`src/rtl/stopwatch_lap_timer.sv`:
```
// Min:sec stopwatch with up/down count, presets, lap capture and done/wrap pulses.
// Define STOPWATCH_HOURS_EN to add the hour field above the minutes.
module stopwatch_lap_timer #(
    parameter int TICK_DIV = 1,
    parameter int MIN_MAX  = 59,
    parameter int HOUR_W   = 5,
    parameter int LAP_W    = 4
) (
    input  logic              clk,
    input  logic              rst_n,
    input  logic              start,
    input  logic              pause,
    input  logic              clear,
    input  logic              mode_down,
    input  logic              load,
    input  logic [5:0]        load_sec,
    input  logic [5:0]        load_min,
    input  logic              lap,
    output logic [5:0]        sec,
    output logic [5:0]        min,
    output logic [HOUR_W-1:0] hour,
    output logic              running,
    output logic              done,
    output logic              wrap,
    output logic [5:0]        lap_sec,
    output logic [5:0]        lap_min,
    output logic              lap_valid,
    output logic [LAP_W-1:0]  lap_count
);

    localparam int PW = (TICK_DIV > 1) ? $clog2(TICK_DIV) : 1;
    localparam logic [PW-1:0] PLAST = PW'(TICK_DIV - 1);
    localparam logic [5:0] MMAX = 6'(MIN_MAX);

    typedef enum logic [1:0] {
        IDLE,
        RUN,
        PAUSE,
        DONE
    } state_t;

    state_t        state;
    logic [PW-1:0] presc;
    logic          dir_down;

    logic       sec_top, min_top, sec_bot, min_bot;
    logic       hr_top, hr_zero;
    logic       is_zero, reach0, wrap_all;
    logic       tick, lap_ok;
    logic [5:0] nsec, nmin;
    logic [5:0] ld_sec, ld_min;

`ifdef STOPWATCH_HOURS_EN
    logic [HOUR_W-1:0] hr_q;
    assign hour    = hr_q;
    assign hr_top  = &hr_q;
    assign hr_zero = (hr_q == '0);
`else
    assign hour    = '0;
    assign hr_top  = 1'b1;
    assign hr_zero = 1'b1;
`endif

    assign sec_top  = (sec == 6'd59);
    assign min_top  = (min == MMAX);
    assign sec_bot  = (sec == 6'd0);
    assign min_bot  = (min == 6'd0);
    assign is_zero  = sec_bot && min_bot && hr_zero;
    assign reach0   = (sec == 6'd1) && min_bot && hr_zero;
    assign wrap_all = sec_top && min_top && hr_top;

    // A down count parked at zero never ticks; it falls straight into DONE.
    assign tick = (state == RUN)
               && !(dir_down && is_zero)
               && (presc == PLAST);

    assign lap_ok = lap && (state == RUN || state == PAUSE);

    assign ld_sec = (load_sec > 6'd59) ? 6'd59 : load_sec;
    assign ld_min = (load_min > MMAX) ? MMAX : load_min;

    always_comb begin
        nsec = sec;
        nmin = min;
        if (!dir_down) begin
            nsec = sec_top ? 6'd0 : sec + 6'd1;
            if (sec_top)
                nmin = min_top ? 6'd0 : min + 6'd1;
        end else begin
            nsec = sec_bot ? 6'd59 : sec - 6'd1;
            if (sec_bot)
                nmin = min_bot ? MMAX : min - 6'd1;
        end
    end

`ifdef STOPWATCH_HOURS_EN
    always_ff @(posedge clk or negedge rst_n) begin
        if (!rst_n) begin
            hr_q <= '0;
        end else if (clear) begin
            hr_q <= '0;
        end else if (state == IDLE && load) begin
            hr_q <= '0;
        end else if (tick) begin
            if (!dir_down && sec_top && min_top)
                hr_q <= hr_q + 1'b1;
            else if (dir_down && sec_bot && min_bot)
                hr_q <= hr_q - 1'b1;
        end
    end
`endif

    always_ff @(posedge clk or negedge rst_n) begin
        if (!rst_n) begin
            state     <= IDLE;
            presc     <= '0;
            dir_down  <= 1'b0;
            sec       <= '0;
            min       <= '0;
            running   <= 1'b0;
            done      <= 1'b0;
            wrap      <= 1'b0;
            lap_sec   <= '0;
            lap_min   <= '0;
            lap_valid <= 1'b0;
            lap_count <= '0;
        end else if (clear) begin
            state     <= IDLE;
            presc     <= '0;
            sec       <= '0;
            min       <= '0;
            running   <= 1'b0;
            done      <= 1'b0;
            wrap      <= 1'b0;
            lap_sec   <= '0;
            lap_min   <= '0;
            lap_valid <= 1'b0;
            lap_count <= '0;
        end else begin
            done <= 1'b0;
            wrap <= 1'b0;
            // Lap sees the pre-edge time, so a same-cycle tick is excluded.
            if (lap_ok) begin
                lap_sec   <= sec;
                lap_min   <= min;
                lap_valid <= 1'b1;
                if (lap_count != '1)
                    lap_count <= lap_count + 1'b1;
            end
            unique case (state)
                IDLE: begin
                    dir_down <= mode_down;
                    if (load) begin
                        sec <= ld_sec;
                        min <= ld_min;
                    end
                    if (start) begin
                        state   <= RUN;
                        running <= 1'b1;
                    end
                end
                RUN: begin
                    if (dir_down && is_zero) begin
                        state   <= DONE;
                        running <= 1'b0;
                        done    <= 1'b1;
                    end else begin
                        presc <= (presc == PLAST) ? '0 : presc + 1'b1;
                        if (tick) begin
                            sec  <= nsec;
                            min  <= nmin;
                            wrap <= !dir_down && wrap_all;
                        end
                        if (tick && dir_down && reach0) begin
                            state   <= DONE;
                            running <= 1'b0;
                            done    <= 1'b1;
                        end else if (pause) begin
                            state   <= PAUSE;
                            running <= 1'b0;
                        end
                    end
                end
                PAUSE: begin
                    if (start) begin
                        state   <= RUN;
                        running <= 1'b1;
                    end
                end
                DONE: begin
                end
                default: begin
                    state   <= IDLE;
                    running <= 1'b0;
                end
            endcase
        end
    end

endmodule
```
`config.mk`:
```
export PLATFORM = sky130hd
export DESIGN_NAME = stopwatch_lap_timer
export DESIGN_NICKNAME = d
export VERILOG_FILES = /design/src/rtl/stopwatch_lap_timer.sv
export SDC_FILE = /design/constraint.sdc
export NUM_CORES = 1
export LEC_CHECK = 0
export ABC_AREA = 1
export BUFFER_PORTS_ARGS = -buffer_cell sky130_fd_sc_hd__buf_2
export CORE_AREA = 4 4 73 75
export DETAILED_ROUTE_END_ITERATION = 7
export DIE_AREA = 0 0 77 79
export PLACE_DENSITY = 0.79
export SETUP_SLACK_MARGIN = 0.4
export SLEW_MARGIN = 20
export SYNTH_ARGS = -nofsm -noshare
export SYNTH_HDL_FRONTEND = slang
export SYNTH_SLANG_ARGS = --single-unit
```
`constraint.sdc`:
```
create_clock -name clk -period 4.9 [get_ports clk]
set_input_delay 0.49 -clock clk [delete_from_list [all_inputs] [get_ports clk]]
set_output_delay 0.49 -clock clk [all_outputs]
set_load 0.005 [all_outputs]
```
# Yosys cells after proc, flatten, opt, wreduce, memory -nomap -nowiden
# Index checks and enable logic that the tools add are counted.
[totals]
ff_bits = 36
latch_bits = 0
mem_bits_rw = 0
mem_bits_ro = 0
out_inout_bits = 37
memories = 0
[classes]
n_addsub = 6
n_mul = 0
div_mod_pow = 0
magnitude_cmp = 2
n_eq_ne = 14
shift = 0
muxes = 53
bitwise = 2
n_reduce_logical = 28
[op_table]
columns = ["op", "n"]
rows = [
  ["two-way mux 6 bit", 22],
  ["one-hot mux 6 bit (2 select lines)", 2],
  ["two-way mux 1 bit", 19],
  ["adder 6 x 1 -> 6 bit (second input constant)", 2],
  ["equality test 6 bit (second input constant)", 2],
  ["greater-than comparator 6 bit (second input constant)", 2],
  ["zero test 6 bit", 2],
  ["two-way mux 4 bit", 3],
  ["!= test 4 bit (second input constant)", 3],
  ["subtractor 6 x 1 -> 6 bit (second input constant)", 2],
  ["logical AND 1 bit", 10],
  ["two-way mux 2 bit", 5],
  ["!= test 3 bit (second input constant)", 3],
  ["equality test 6 x 1 -> 1 bit (second input constant)", 1],
  ["AND reduction 2 bit", 3],
  ["AND reduction 6 bit", 1],
  ["nonzero test 2 bit", 3],
  ["nonzero test 3 bit", 2],
  ["!= test 5 x 3 -> 1 bit (second input constant)", 1],
  ["adder 4 x 1 -> 4 bit (second input constant)", 1],
  ["one-hot mux 2 bit (2 select lines)", 1],
  ["AND reduction 4 bit", 1],
  ["!= test 3 x 1 -> 1 bit (second input constant)", 1],
  ["AND reduction 3 bit", 1],
  ["other kinds (10)", 12],
]

# Logic depth before layout (Yosys ltp)
[depth]
depth_word = 12
ltp_mapped = 11
depth_no_buf = 11

# Least setup slack after synthesis
# No wires, ideal clock.
[synth_path]
path_type = "register to register"
start = "register min[0]"
end = "register min[5]"
setup_time_ps = 116
t_arrival_ps = 1494
required_time_ps = 4784
path_slack_ps = 3290
stages_incl_launch_ff = 11
path_buffers = 0
path_cell_list = "dfrtp_1 > clkinv_1 > ha_1 > nand3_4 > inv_1 > nand3_2 > nand2_4 > nor2_8 > inv_4 > nand2_1 > nand2_1"
[synth_between]
elab_chain_cells = 8
elab_cells_between_ends = 21
[synth_lines]
columns = ["item", "line", "text"]
rows = [
  ["start, declared", "20", "output logic [5:0] min,"],
  ["start signal, assigned", "155", "min <= ld_min;"],
  ["start signal, assigned", "171", "min <= nmin;"],
  ["adder 6 x 1 -> 6 bit (tied with other cells)", "88", "nmin = min_top ? 6'd0 : min + 6'd1;"],
  ["two-way mux 6 bit (tied with other cells)", "88", ""],
  ["two-way mux 6 bit (tied with other cells)", "87", "if (sec_top)"],
  ["two-way mux 6 bit or zero test 1 bit (tied branches)", "85, 74", ""],
  ["two-way mux 6 bit or logical AND 1 bit (tied branches)", "169, 74", ""],
  ["two-way mux 6 bit or logical AND 1 bit (tied branches)", "163, 75", ""],
  ["one-hot mux 6 bit (2 select lines) or != test 3 bit (tied branches)", "-", ""],
  ["two-way mux 6 bit or AND reduction 6 bit (tied branches)", "-", ""],
]
# Several ways; a longest one is shown, not always the timed one. The select of a mux whose other input is x is not followed.
# A chain may end at the register's enable or synchronous reset.

# Final worst setup path
[layout_path]
start = "register state[1]"
end = "register state[1]"
[layout_between]
elab_chain_cells = 9
elab_cells_between_ends = 16
[layout_lines]
columns = ["item", "line", "text"]
rows = [
  ["start, declared", "42", "state_t state;"],
  ["start signal, assigned", "115", "state <= IDLE;"],
  ["start signal, assigned", "128", "state <= IDLE;"],
  ["start signal, assigned", "158", "state <= RUN;"],
  ["equality test 2 x 1 -> 1 bit", "73, 150", ""],
  ["logical AND 1 bit", "74", "&& !(dir_down && is_zero)"],
  ["logical AND 1 bit", "75", "&& (presc == PLAST);"],
  ["logical AND 1 bit (2 in a row)", "174", "if (tick && dir_down && reach0) begin"],
  ["two-way mux 2 bit", "174", ""],
  ["two-way mux 2 bit", "163", "if (dir_down && is_zero) begin"],
  ["one-hot mux 2 bit (2 select lines)", "150", "unique case (state)"],
  ["two-way mux 2 bit", "127", "end else if (clear) begin"],
]
# Several ways; a longest one is shown, not always the timed one.

==> summary.md <==
| Metric | Value |
|---|---|
| IO Pins | 57 |
| Largest net degree at the start of global routing | 36 |
| Post-cts resize count | 0 |
| Initial drt markers | roughly 160 |
| M1 GR Usage | 27.5% |
| Worst min path class | in2async |
| Wirelength per Cell | 13.6 um |
| Slew @ Worst Pin | 808 ps |
| Worst Path Max Fanout | 12 |
| Post-Synthesis Cell Area | 2480 um^2 |
| # setup viols final | 0 |
| CTS tree | built |
| Drc violations | 0 |
| Die area | just over 6000 um^2 |
| Hold Buf Count CTS | 0 |
| Synth cell types | 34 |
| Max_cap viols | 0 |
| # H-tree levels | 2 |
| Cells after Synth | 342 |
| Total congestion overflow | 0 |
| Clock buffer count from CTS | 5 |
| Final Hold Vio Count | 0 |
| Outcome | complete, no violations |
| Syn-to-layout area delta | 11.9% |
| Fin crit period | 2160 ps |
| Most common cell after layout, fill and taps aside | nand2_1 |
| Pleak | 0.00152 uW |
| Clock buffer depth | 2 |
| Nets@finish | 417 |
| PortBufs | 51 |
| Site Rows | 25 |
| Die H | 79 um |
| Routed via count | between 2k and 2.5k |
| #FFs+latches synth | 35 |
| WP data required | 5120 ps |
| Setup TNS | 0 ps |
| Rel. slew slack | 45.9% |
| Routed wire length | 6.01 mm |
| Vias in the first global route | 2,278 |
| Layout cell share with drive strength beyond 1 | roughly a fifth |
| VDD IR max | approximately 0.23 mV |
| Fin util | 59.6% |
| Crit path DAT | 2380 ps |
| RSZ-0062 raised after global routing | no |
| Clock-pin transition on the worst setup and hold timing paths | 70 ps |
| Met3 usage | about 5.0% |
| Root Buffer | clkbuf_8 |
| CP startpoint kind | flip-flop |
| Initial antenna violation count | 0 |
| Clock sinks | 35 |
| Crit path from | state[1] |
| FMAX | between 0.4 and 0.5 GHz |
| Register area share after synthesis | 35.3% |
| Final period utilization | 44.1% |
| R2R Path Start | state[1] |
| Starting Density | a little over half |
| Met2 global-route usage | 34.6% |
| Endpoint type of the worst setup path | flip-flop |
| GRT busiest layer | met2 |
| GPL Wtd Cong | 0.926 |
| Die width | 77 um |
| Worst Setup Path Type | reg2reg |
| Worst-Skew Late Latency | roughly 290 ps |
| Warnings, synthesis | 0 |
| Post-CTS Setup Bufs | 0 |
| Max-slew violation count | 0 |
| Most frequent cells in the layout | nand2_1 (94), buf_2 (51), nand3_1 (35), dfrtp_1 (35), inv_1 (34) |
| Ant diodes | 0 |
| R2R depth | 9 |
| Core area | 4660 um^2 |
| PwrDens | 539 nW/um^2 |
| Vias/cell | ~5.3 |
| Global-route wire length before repair | 10.4 mm |
| Final ANT Viol Nets | 0 |
| Drt first pass iters | 5 |
| Avg Cell Area, Syn | 7.26 um^2 |
| Setup Skew | about 7.4 ps |
| Post-DP HPWL | 4.52 mm |
| Total track usage | 21.0% |
-- synthesized netlist by cell type (all sizes together) --
cell type,count,area [um^2]
nor2,33,168
a32o,1,10.0
o21ai,35,175
nand4,9,62.6
o31ai,1,7.51
a21oi,7,35.0
xnor2,2,17.5
nor3,2,15.0
nand3,39,223
buf,14,111
clkinv,1,3.75
conb,1,3.75
nand2,102,418
inv,39,154
a22oi,1,7.51
xor2,6,52.6
clkbuf,3,11.3
or2,1,6.26
ha,10,125
dfrtp,35,876
-- layer usage --
layer | vias up | wire length (um)
met5 | - | 0
met4 | 0 | 65
met3 | 9 | 503
met2 | 98 | 2770
met1 | 1072 | 2670
li1 | 1179 | -
-- metrics by stage --
stage | total power, uW | cells | setup WS (ps) | hold slack, ps | cell area (um^2)
global placement | 1270 | 434 | 2870 | 470 | 2700
CTS | 1500 | 442 | 2740 | 311 | 2780
finish | 1500 | 442 | 2740 | 280 | 2780
floorplan | 1100 | 346 | 3290 | 194 | 2500
detailed placement | 1290 | 434 | 2790 | 489 | 2700
global route | 1650 | 442 | 2490 | 350 | 2780
-- sequential cells by signal (all words and copies together) (netlist names), 2 cells and up --
name / cells
lap_count: 4
lap_min: 6
lap_sec: 6
min: 6
sec: 6
state: 2
-- power by group --
part	switching, uW	internal [uW]
logic	497	289
clock network	105	99.7
registers	139	369
total	740	758
-- critical path, stage by stage, from the launching register on --
cell and delay [ps]:
dfrtp_1 380, inv_1 70, ha_1 230, nor2_1 650, inv_1 230, o21ai_0 200, inv_1 70, nand2_2 120
nand2_1 60, o21ai_1 80
-- cell type report --
| type | count | area, um^2 |
|---|---|---|
| inverter | 40 | 158 |
| sequential | 35 | 876 |
| multi-input combinational | 254 | 1340 |
| timing repair buffer | 51 | 255 |
| fill | 431 | 1880 |
| clock inverter | 1 | 5.00 |
| tap | 54 | 67.6 |
| clock buffer | 7 | 76.3 |
-- worst paths after layout --
check | slack [ps] | endpoint
worst min register to register | 490 | lap_count[3]
worst max-delay path | 2740 | state[1]
min in group clk | 430 | dir_down
worst max register to register | 2740 | state[1]
max in group asynchronous | 4120 | min[2]
worst min-delay path | 280 | lap_count[3]
-- cell families after synthesis --
kind of cell,count (synthesis),share of synthesized area (%)
simple gates,186,35.9
buf+inv,57,11.3
compound gates,45,9.48
flops,35,35.3
fa+ha+maj,10,5.04
xor+xnor,8,2.82
other cells,1,0.151
(Power assumes the default switching activity.)
